--- src/rtl/imm_gen_pipe.sv ---
// Pipelined RV32I immediate generator: per-lane I/S/B/U/J decode and extension,
// registered behind a valid/ready handshake with a one-entry skid buffer.
module imm_gen_pipe #(
  parameter int LANES = 2,
  parameter int XLEN  = 32,
  parameter int CNT_W = 16
) (
  input  logic                    clk,
  input  logic                    rst,
  input  logic                    flush,
  input  logic                    in_valid,
  output logic                    in_ready,
  input  logic [LANES-1:0]        in_lane_en,
  input  logic [LANES*32-1:0]     in_instr,
  input  logic [LANES-1:0]        in_uns,
  output logic                    out_valid,
  input  logic                    out_ready,
  output logic [LANES-1:0]        out_lane_en,
  output logic [LANES*XLEN-1:0]   out_imm,
  output logic [LANES*3-1:0]      out_fmt,
  output logic [LANES-1:0]        out_fmt_err,
  output logic [CNT_W-1:0]        err_count
);

  localparam logic [4:0] OP_LOAD   = 5'b00000;
  localparam logic [4:0] OP_IMM    = 5'b00100;
  localparam logic [4:0] OP_AUIPC  = 5'b00101;
  localparam logic [4:0] OP_STORE  = 5'b01000;
  localparam logic [4:0] OP_LUI    = 5'b01101;
  localparam logic [4:0] OP_BRANCH = 5'b11000;
  localparam logic [4:0] OP_JALR   = 5'b11001;
  localparam logic [4:0] OP_JAL    = 5'b11011;

  localparam int POP_W = $clog2(LANES + 1);
  localparam int SUM_W = ((CNT_W > POP_W) ? CNT_W : POP_W) + 1;

  typedef enum logic [2:0] {
    FMT_NONE = 3'd0,
    FMT_I    = 3'd1,
    FMT_S    = 3'd2,
    FMT_B    = 3'd3,
    FMT_U    = 3'd4,
    FMT_J    = 3'd5
  } fmt_e;

  typedef struct packed {
    logic [XLEN-1:0] imm;
    logic [2:0]      fmt;
    logic            err;
  } lane_dec_t;

  typedef struct packed {
    logic [LANES-1:0]      en;
    logic [LANES*XLEN-1:0] imm;
    logic [LANES*3-1:0]    fmt;
    logic [LANES-1:0]      err;
  } beat_t;

  // Fields are first built as 32-bit values; bits above 31 replicate ext.
  function automatic lane_dec_t decode_lane(input logic en, input logic uns,
                                            input logic [31:0] ins);
    lane_dec_t  r;
    logic       ext;
    logic [31:0] imm32;
    r     = '0;
    ext   = 1'b0;
    imm32 = '0;
    if (en) begin
      case (ins[6:2])
        OP_LUI, OP_AUIPC: begin
          r.fmt = FMT_U;
          ext   = ins[31];
          imm32 = {ins[31:12], 12'b0};
        end
        OP_IMM, OP_LOAD: begin
          r.fmt = FMT_I;
          ext   = ins[31] & ~uns;
          imm32 = {{20{ext}}, ins[31:20]};
        end
        OP_JALR: begin
          r.fmt = FMT_I;
          ext   = ins[31];
          imm32 = {{20{ext}}, ins[31:20]};
        end
        OP_STORE: begin
          r.fmt = FMT_S;
          ext   = ins[31];
          imm32 = {{20{ext}}, ins[31:25], ins[11:7]};
        end
        OP_BRANCH: begin
          r.fmt = FMT_B;
          ext   = ins[31] & ~uns;
          imm32 = {{19{ext}}, ins[31], ins[7], ins[30:25], ins[11:8], 1'b0};
        end
        OP_JAL: begin
          r.fmt = FMT_J;
          ext   = ins[31];
          imm32 = {{11{ext}}, ins[31], ins[19:12], ins[20], ins[30:21], 1'b0};
        end
        default: r.err = 1'b1;
      endcase
    end
    r.imm       = {XLEN{ext}};
    r.imm[31:0] = imm32;
    return r;
  endfunction

  beat_t            new_beat;
  lane_dec_t        lane_dec;
  logic             unused_opcode_lsbs;

  always_comb begin
    new_beat           = '0;
    lane_dec           = '0;
    unused_opcode_lsbs = 1'b0;
    new_beat.en        = in_lane_en;
    for (int i = 0; i < LANES; i++) begin
      lane_dec = decode_lane(in_lane_en[i], in_uns[i], in_instr[32*i +: 32]);
      new_beat.imm[XLEN*i +: XLEN] = lane_dec.imm;
      new_beat.fmt[3*i +: 3]       = lane_dec.fmt;
      new_beat.err[i]              = lane_dec.err;
      unused_opcode_lsbs = unused_opcode_lsbs ^ in_instr[32*i] ^ in_instr[32*i+1];
    end
  end

  logic             or_valid_q, or_valid_d;
  logic             sk_valid_q, sk_valid_d;
  beat_t            or_beat_q, or_beat_d;
  beat_t            sk_beat_q, sk_beat_d;
  logic [CNT_W-1:0] err_count_q, err_count_d;
  logic             accept;
  logic             or_fire;
  logic [POP_W-1:0] err_pop;
  logic [SUM_W-1:0] err_sum;

  assign accept  = in_valid & ~sk_valid_q & ~flush;
  assign or_fire = or_valid_q & out_ready;

  always_comb begin
    err_pop = '0;
    for (int i = 0; i < LANES; i++) begin
      err_pop = err_pop + POP_W'(new_beat.err[i]);
    end
    err_sum = SUM_W'(err_count_q) + SUM_W'(err_pop);
  end

  // A new beat goes to OR when OR is free (or draining with SK empty), else to SK.
  always_comb begin
    or_valid_d  = or_valid_q;
    sk_valid_d  = sk_valid_q;
    or_beat_d   = or_beat_q;
    sk_beat_d   = sk_beat_q;
    err_count_d = err_count_q;

    if (or_fire) begin
      if (sk_valid_q) begin
        or_beat_d  = sk_beat_q;
        or_valid_d = 1'b1;
        sk_valid_d = 1'b0;
        if (accept) begin
          sk_beat_d  = new_beat;
          sk_valid_d = 1'b1;
        end
      end else if (accept) begin
        or_beat_d  = new_beat;
        or_valid_d = 1'b1;
      end else begin
        or_valid_d = 1'b0;
      end
    end else if (!or_valid_q) begin
      if (accept) begin
        or_beat_d  = new_beat;
        or_valid_d = 1'b1;
      end
    end else if (accept) begin
      sk_beat_d  = new_beat;
      sk_valid_d = 1'b1;
    end

    if (accept) begin
      if (err_sum > SUM_W'({CNT_W{1'b1}})) begin
        err_count_d = {CNT_W{1'b1}};
      end else begin
        err_count_d = err_sum[CNT_W-1:0];
      end
    end

    if (flush) begin
      or_valid_d = 1'b0;
      sk_valid_d = 1'b0;
    end
  end

  always_ff @(posedge clk or posedge rst) begin
    if (rst) begin
      or_valid_q  <= 1'b0;
      sk_valid_q  <= 1'b0;
      or_beat_q   <= '0;
      sk_beat_q   <= '0;
      err_count_q <= '0;
    end else begin
      or_valid_q  <= or_valid_d;
      sk_valid_q  <= sk_valid_d;
      or_beat_q   <= or_beat_d;
      sk_beat_q   <= sk_beat_d;
      err_count_q <= err_count_d;
    end
  end

  assign in_ready    = ~sk_valid_q;
  assign out_valid   = or_valid_q;
  assign out_lane_en = or_beat_q.en;
  assign out_imm     = or_beat_q.imm;
  assign out_fmt     = or_beat_q.fmt;
  assign out_fmt_err = or_beat_q.err;
  assign err_count   = err_count_q;

endmodule

--- config.mk ---
export PLATFORM = sky130hd
export DESIGN_NAME = imm_gen_pipe
export DESIGN_NICKNAME = d
export VERILOG_FILES = /design/src/rtl/imm_gen_pipe.sv
export SDC_FILE = /design/constraint.sdc
export NUM_CORES = 1
export LEC_CHECK = 0
export BUFFER_PORTS_ARGS = -buffer_cell sky130_fd_sc_hd__buf_2
export CORE_UTILIZATION = 56
export CTS_CLUSTER_SIZE = 10
export DETAILED_ROUTE_END_ITERATION = 6
export PLACE_DENSITY = 0.81
export SETUP_SLACK_MARGIN = 0.4
export SLEW_MARGIN = 0
export SYNTH_ARGS = -nofsm -noshare
export SYNTH_HDL_FRONTEND = slang
export SYNTH_SLANG_ARGS = --single-unit
--- constraint.sdc ---
create_clock -name clk -period 7.1 [get_ports clk]
set_clock_uncertainty 0.2 [all_clocks]
set_input_delay 1.42 -clock clk [delete_from_list [all_inputs] [get_ports clk]]
set_output_delay 1.42 -clock clk [all_outputs]
set_load 0.1 [all_outputs]
Yosys cells after proc, flatten, opt, wreduce, memory -nomap -nowiden
Index checks and enable logic that the tools add are counted.
{ "op_classes": {"n_addsub": 2, "n_lt_le_gt_ge": 1, "eq_ne": 16, "mux": 29, "bitwise": 9, "reduce_logical": 15} }
{ "ops": {"columns": ["cell", "n"], "rows": [
  ["74-bit two-way mux", 8],
  ["32-bit case mux with 6 select lines", 2],
  ["32-bit two-way mux", 2],
  ["5-bit == test, second input constant", 6],
  ["3-bit case mux with 5 select lines", 2],
  ["5-bit by 3-bit == test with 1-bit output, second input constant", 4],
  ["5-bit by 4-bit == test with 1-bit output, second input constant", 4],
  ["16-bit by 2-bit adder with 17-bit output", 1],
  ["17-bit by 16-bit greater-than comparator with 1-bit output, second input constant", 1],
  ["16-bit two-way mux", 1],
  ["8-bit OR reduction", 2],
  ["1-bit two-way mux", 12],
  ["5-bit logical NOT", 2],
  ["4-bit two-way mux", 2],
  ["2-bit OR reduction", 4],
  ["3-bit nonzero test", 2],
  ["3-bit OR reduction", 2],
  ["1-bit AND", 5],
  ["1-bit inverter", 4],
  ["2-bit AND reduction", 2],
  ["1-bit by 1-bit adder with 2-bit output", 1],
  ["2-bit by 1-bit inequality test with 1-bit output, second input constant", 1],
  ["2-bit inequality test, second input constant", 1],
  ["2-bit nonzero test", 1]
]} }
{ "word_totals": {"reg_bits": 166, "inputBits": 73, "output_inout_bits": 92, "wordCells": 83} }

Logic depth before layout (Yosys ltp)
{ "depth": {"word_depth": 8, "ltp_mapped": 12, "ltp_nobuf": 10} }

Worst setup path after synthesis
OpenSTA, ideal clock, no wires.
{ "synth_path": {"kind": "input port to flip-flop", "start": "input in_instr[6]", "end": "register err_count_q[15] (netlist: err_count[15])", "setup_time_ns": 0.128, "arrival_time_ns": 3.960, "required_time_ns": 6.772, "setup_slack_ns": 2.812, "path_stages": 10, "n_path_buf": 1, "cell_sequence": "clkbuf_1 > nand4b_1 > o21ai_0 > or4b_2 > inv_1 > fa_1 > nand3_1 > or4_4 > nor3_2 > mux2_1"} }
{ "synth_lines": {"columns": ["element", "line", "text"], "rows": [
  ["start, declared", "14", "input logic [LANES*32-1:0] in_instr,"],
  ["end signal, assigned", "206", "err_count_q <= err_count_d;"],
  ["end, declared", "130", "logic [CNT_W-1:0] err_count_q, err_count_d;"]
]} }

==> key figures <==
Synthesis
  • Seq cells post-synth: between 150 and 200
  • Cell Area, Synth: approximately 8600 um2
  • Synthesized Nets: 979
  • Post-synthesis average cell area: between 9 and 10 um2
  • Cells after Synth: roughly 900
  • Post-synth EDFFs: 0
  • Most frequent cells after synthesis: dfrtp_1 (166), nand2_1 (139), o21ai_0 (75)
  • Seq/Total Area, Yosys: around half
  • Top-count cell post-synth: dfrtp_1
  • Top-area cell type share of the netlist area: between 40 and 50%
  • Async SR Flop Fraction: 100.0%
  • Distinct cells, synth: 74
  • Synth Flop Type: dfrtp_1
  • Yosys warns: 0
  • Largest cells by area after synthesis: dfrtp_1 (48%), nand2_1 (6.1%), o21ai_0 (4.4%)
  • Post-synth top area cell: dfrtp_1

STA
  • Final Critical Period: between 4 and 5 ns
  • Final setup viols: 0
  • Tcrit/Tclk final: about three fifths
  • Fin Hold WS: ~0.27 ns
  • Fin. max-slew vios: 0
  • RSZ-0062 raised after global routing: false
  • Least-Margin Pin Slew: between 1 and 1.5 ns
  • Max_slew headroom: approximately a fifth
  • Fmax: 232.6 MHz
  • Final hold vios: 0
  • Final setup TNS: 0 ns

Layout
  • Filler Cell Count: about 1,200
  • Area grow syn2layout: 18.10%
  • Multi-input gate area: ~4100 um2
  • Nets: between 1,000 and 1,500
  • Diodes inserted: 0
  • Register area: between 4000 and 5000 um2
  • Layout cells sized above 1: around a quarter

Worst setup path
  • WP data required: about 7.2 ns
  • WP buf/inv: 2
  • Critical path cell sequence: buf_2 -> or3_4 -> o21ai_0 -> or4b_2 -> inv_1 -> fa_1 -> ha_1 -> and2_1 -> nand2_1 -> nor4_1 -> mux2_2
  • WS Path Type: primary input to flop
  • Worst path arrival time: about 4.4 ns
  • Crit-path leading delay family: simple AND/OR/NAND/NOR gates
  • Worst setup EP type: flop
  • Max incr delay on CP: just over 0.7 ns
  • CP max FO: 20
  • CP Launch Type: primary input
  • Critical-path top delay cell: or4b_2

Placed design
  • Routability cong.: 0.8603
  • Placed wire-length estimate: ~16 mm
  • PortBufs: 160

Worst hold path
  • Min-delay worst type: flop to flop

Run status
  • Outcome: complete, no violations

Global route
  • Global-route wire length before repair: between 30 and 40 mm
  • Vias in the first global route: ~7,700
  • Grt total ovfl: 0
  • Largest net degree at the start of global routing: between 70 and 80
  • Initial antenna violation count: 0
  • GRT Total Usage: about a third

Clock network
  • TritonCTS sink count: roughly 170
  • Worst-path clk slew: roughly 0.060 ns
  • Latest clock arrival within the worst-skew pair: approximately 0.43 ns
  • CTS resizes: 0
  • CTS Buf Count: 17
  • CTS tree: built
  • CTS Root Cell: clkbuf_16
  • Hold buffer count at CTS: 0
  • Number of H-tree levels: 4
  • Postcts setup bufs: 0
  • CTS Buffer Depth: 2

Die
  • Core region area: 14,750 um2
  • Die Wd: roughly 130 um
  • Die area: approximately 16,000 um2
  • Starting Density: between 50% and 60%
  • Die height: around 130 um
  • Io pins: 165
  • FP Rows: between 40 and 50

Drt
  • Drt via density: roughly 6.6
  • DRC viols: 0
  • Final antenna-violating net count: 0
  • First drt pass iteration count: 5
  • Routed len/inst: approximately 20 um
  • 1st-iter DRT viols: 821
  • Post-Route WL: between 20 and 25 mm
  • Via count: approximately 8,000

Power and ir drop
  • Combinational share of power: between 20% and 30%
  • P_sw: 0.9684 mW
  • Internal power: around 1.7 mW
  • P_leak: between 4 and 5 nW
  • Peak supply drop: 0.1815 mV
  • Cell Pwr Density: about 270 nW/um2
  • Clock power share: 36.5%
  • Seq pwr share: between 30% and 40%
  • Net Sw Frac: between 30 and 40%

Flow run
  • # Max-Cap Violations: 0
layout make-up:
| cell class | instances | share of cell area (%) |
|---|---|---|
| Clock buffer | 21 | 4.549 |
| Clock inverter | 11 | 1.706 |
| Inverter | 14 | 0.5686 |
| Multi-Input combinational cell | 650 | 40.54 |
| Sequential cell | 166 | 41.04 |
| Tap cell | 184 | 2.274 |
| Timing Repair Buffer | 179 | 9.320 |
state kept, by name (all words and copies together) (netlist names):
register and flops:
out_lane_en 2, out_imm 64, out_fmt 6, out_valid 1
out_fmt_err 2, sk_beat_q 74, sk_valid_q 1, err_count 16
worst min-delay path, stage by stage (launching register included):
cell and delay (ns):
dfrtp_1 0.34, nand2_1 0.05, nand2_1 0.05
power groups by stage:
stage	clock network, mW	logic [mW]	registers [mW]
3_5_place_dp	0	0.657	1.08
3_3_place_gp	0	0.649	1.07
5_1_grt	1.04	0.694	1.07
2_1_floorplan	0	0.180	1.40
6_report	0.991	0.661	1.06
4_1_cts	1.00	0.660	1.06
cells in the final DEF, fill, tap and decap left out, drive strengths merged, types with 9 or more instances in the layout:
cell,n
nor4b,9
dfrtp,166
clkbuf,21
nand2,139
a221oi,11
o31ai,30
a21o,18
a311oi,14
o21ai,77
and3,12
a211oi,40
a22oi,40
nor3b,10
a21boi,9
nor2,43
inv,15
nand3,19
a21oi,32
a311o,17
o22ai,12
buf,179
logic make-up (layout without fill, tap and decap cells):
group / count (synthesis) / count (layout) / share of synthesized area [%]
buffers and inverters: 88 / 225 / 4.117
AO/OA/AOI/OAI: 338 / 338 / 27.96
flip-flops: 166 / 166 / 48.47
adder cells (fa/ha/maj): 2 / 2 / 0.3795
multiplexers: 3 / 3 / 0.3941
AND/OR/NAND/NOR: 299 / 299 / 17.87
XOR/XNOR: 8 / 8 / 0.8176
final timing paths:
path	from	to	slack, ns	cells past startpoint
max	in_instr[2]	err_count[14]	2.80	11
min	sk_beat_q[7]	sk_beat_q[7]	0.27	2
max reg2reg	sk_valid_q	sk_beat_q[52]	3.85	6
min reg2reg	sk_beat_q[7]	sk_beat_q[7]	0.27	2
max in group asynchronous	rst	sk_beat_q[35]	4.76	3
min in group asynchronous	rst	out_imm[51]	0.74	2
through the flow:
stage / cells / instance area, um2 / setup WS, ns / utilization [%] / total power [mW]
after floorplan: 904 / 8571 / 0.9900 / - / 1.584
after global routing: 1225 / 10120 / 2.612 / 68.61 / 2.799
after global placement: 1193 / 9489 / 2.469 / 64.31 / 1.722
final: 1225 / 10120 / 2.801 / 68.61 / 2.712
after detailed placement: 1193 / 9489 / 2.432 / 64.31 / 1.733
after CTS: 1225 / 10120 / 2.870 / 68.61 / 2.721
per-layer routing:
metal,vias up,GRT usage [%],wire (um)
met5,-,0,0
met4,0,12.41,505
met3,45,5.862,2103
met2,463,50.42,11450
met1,3878,43.60,10290
li1,3651,-,-
Note: power is estimated with default switching activity, not from simulation.
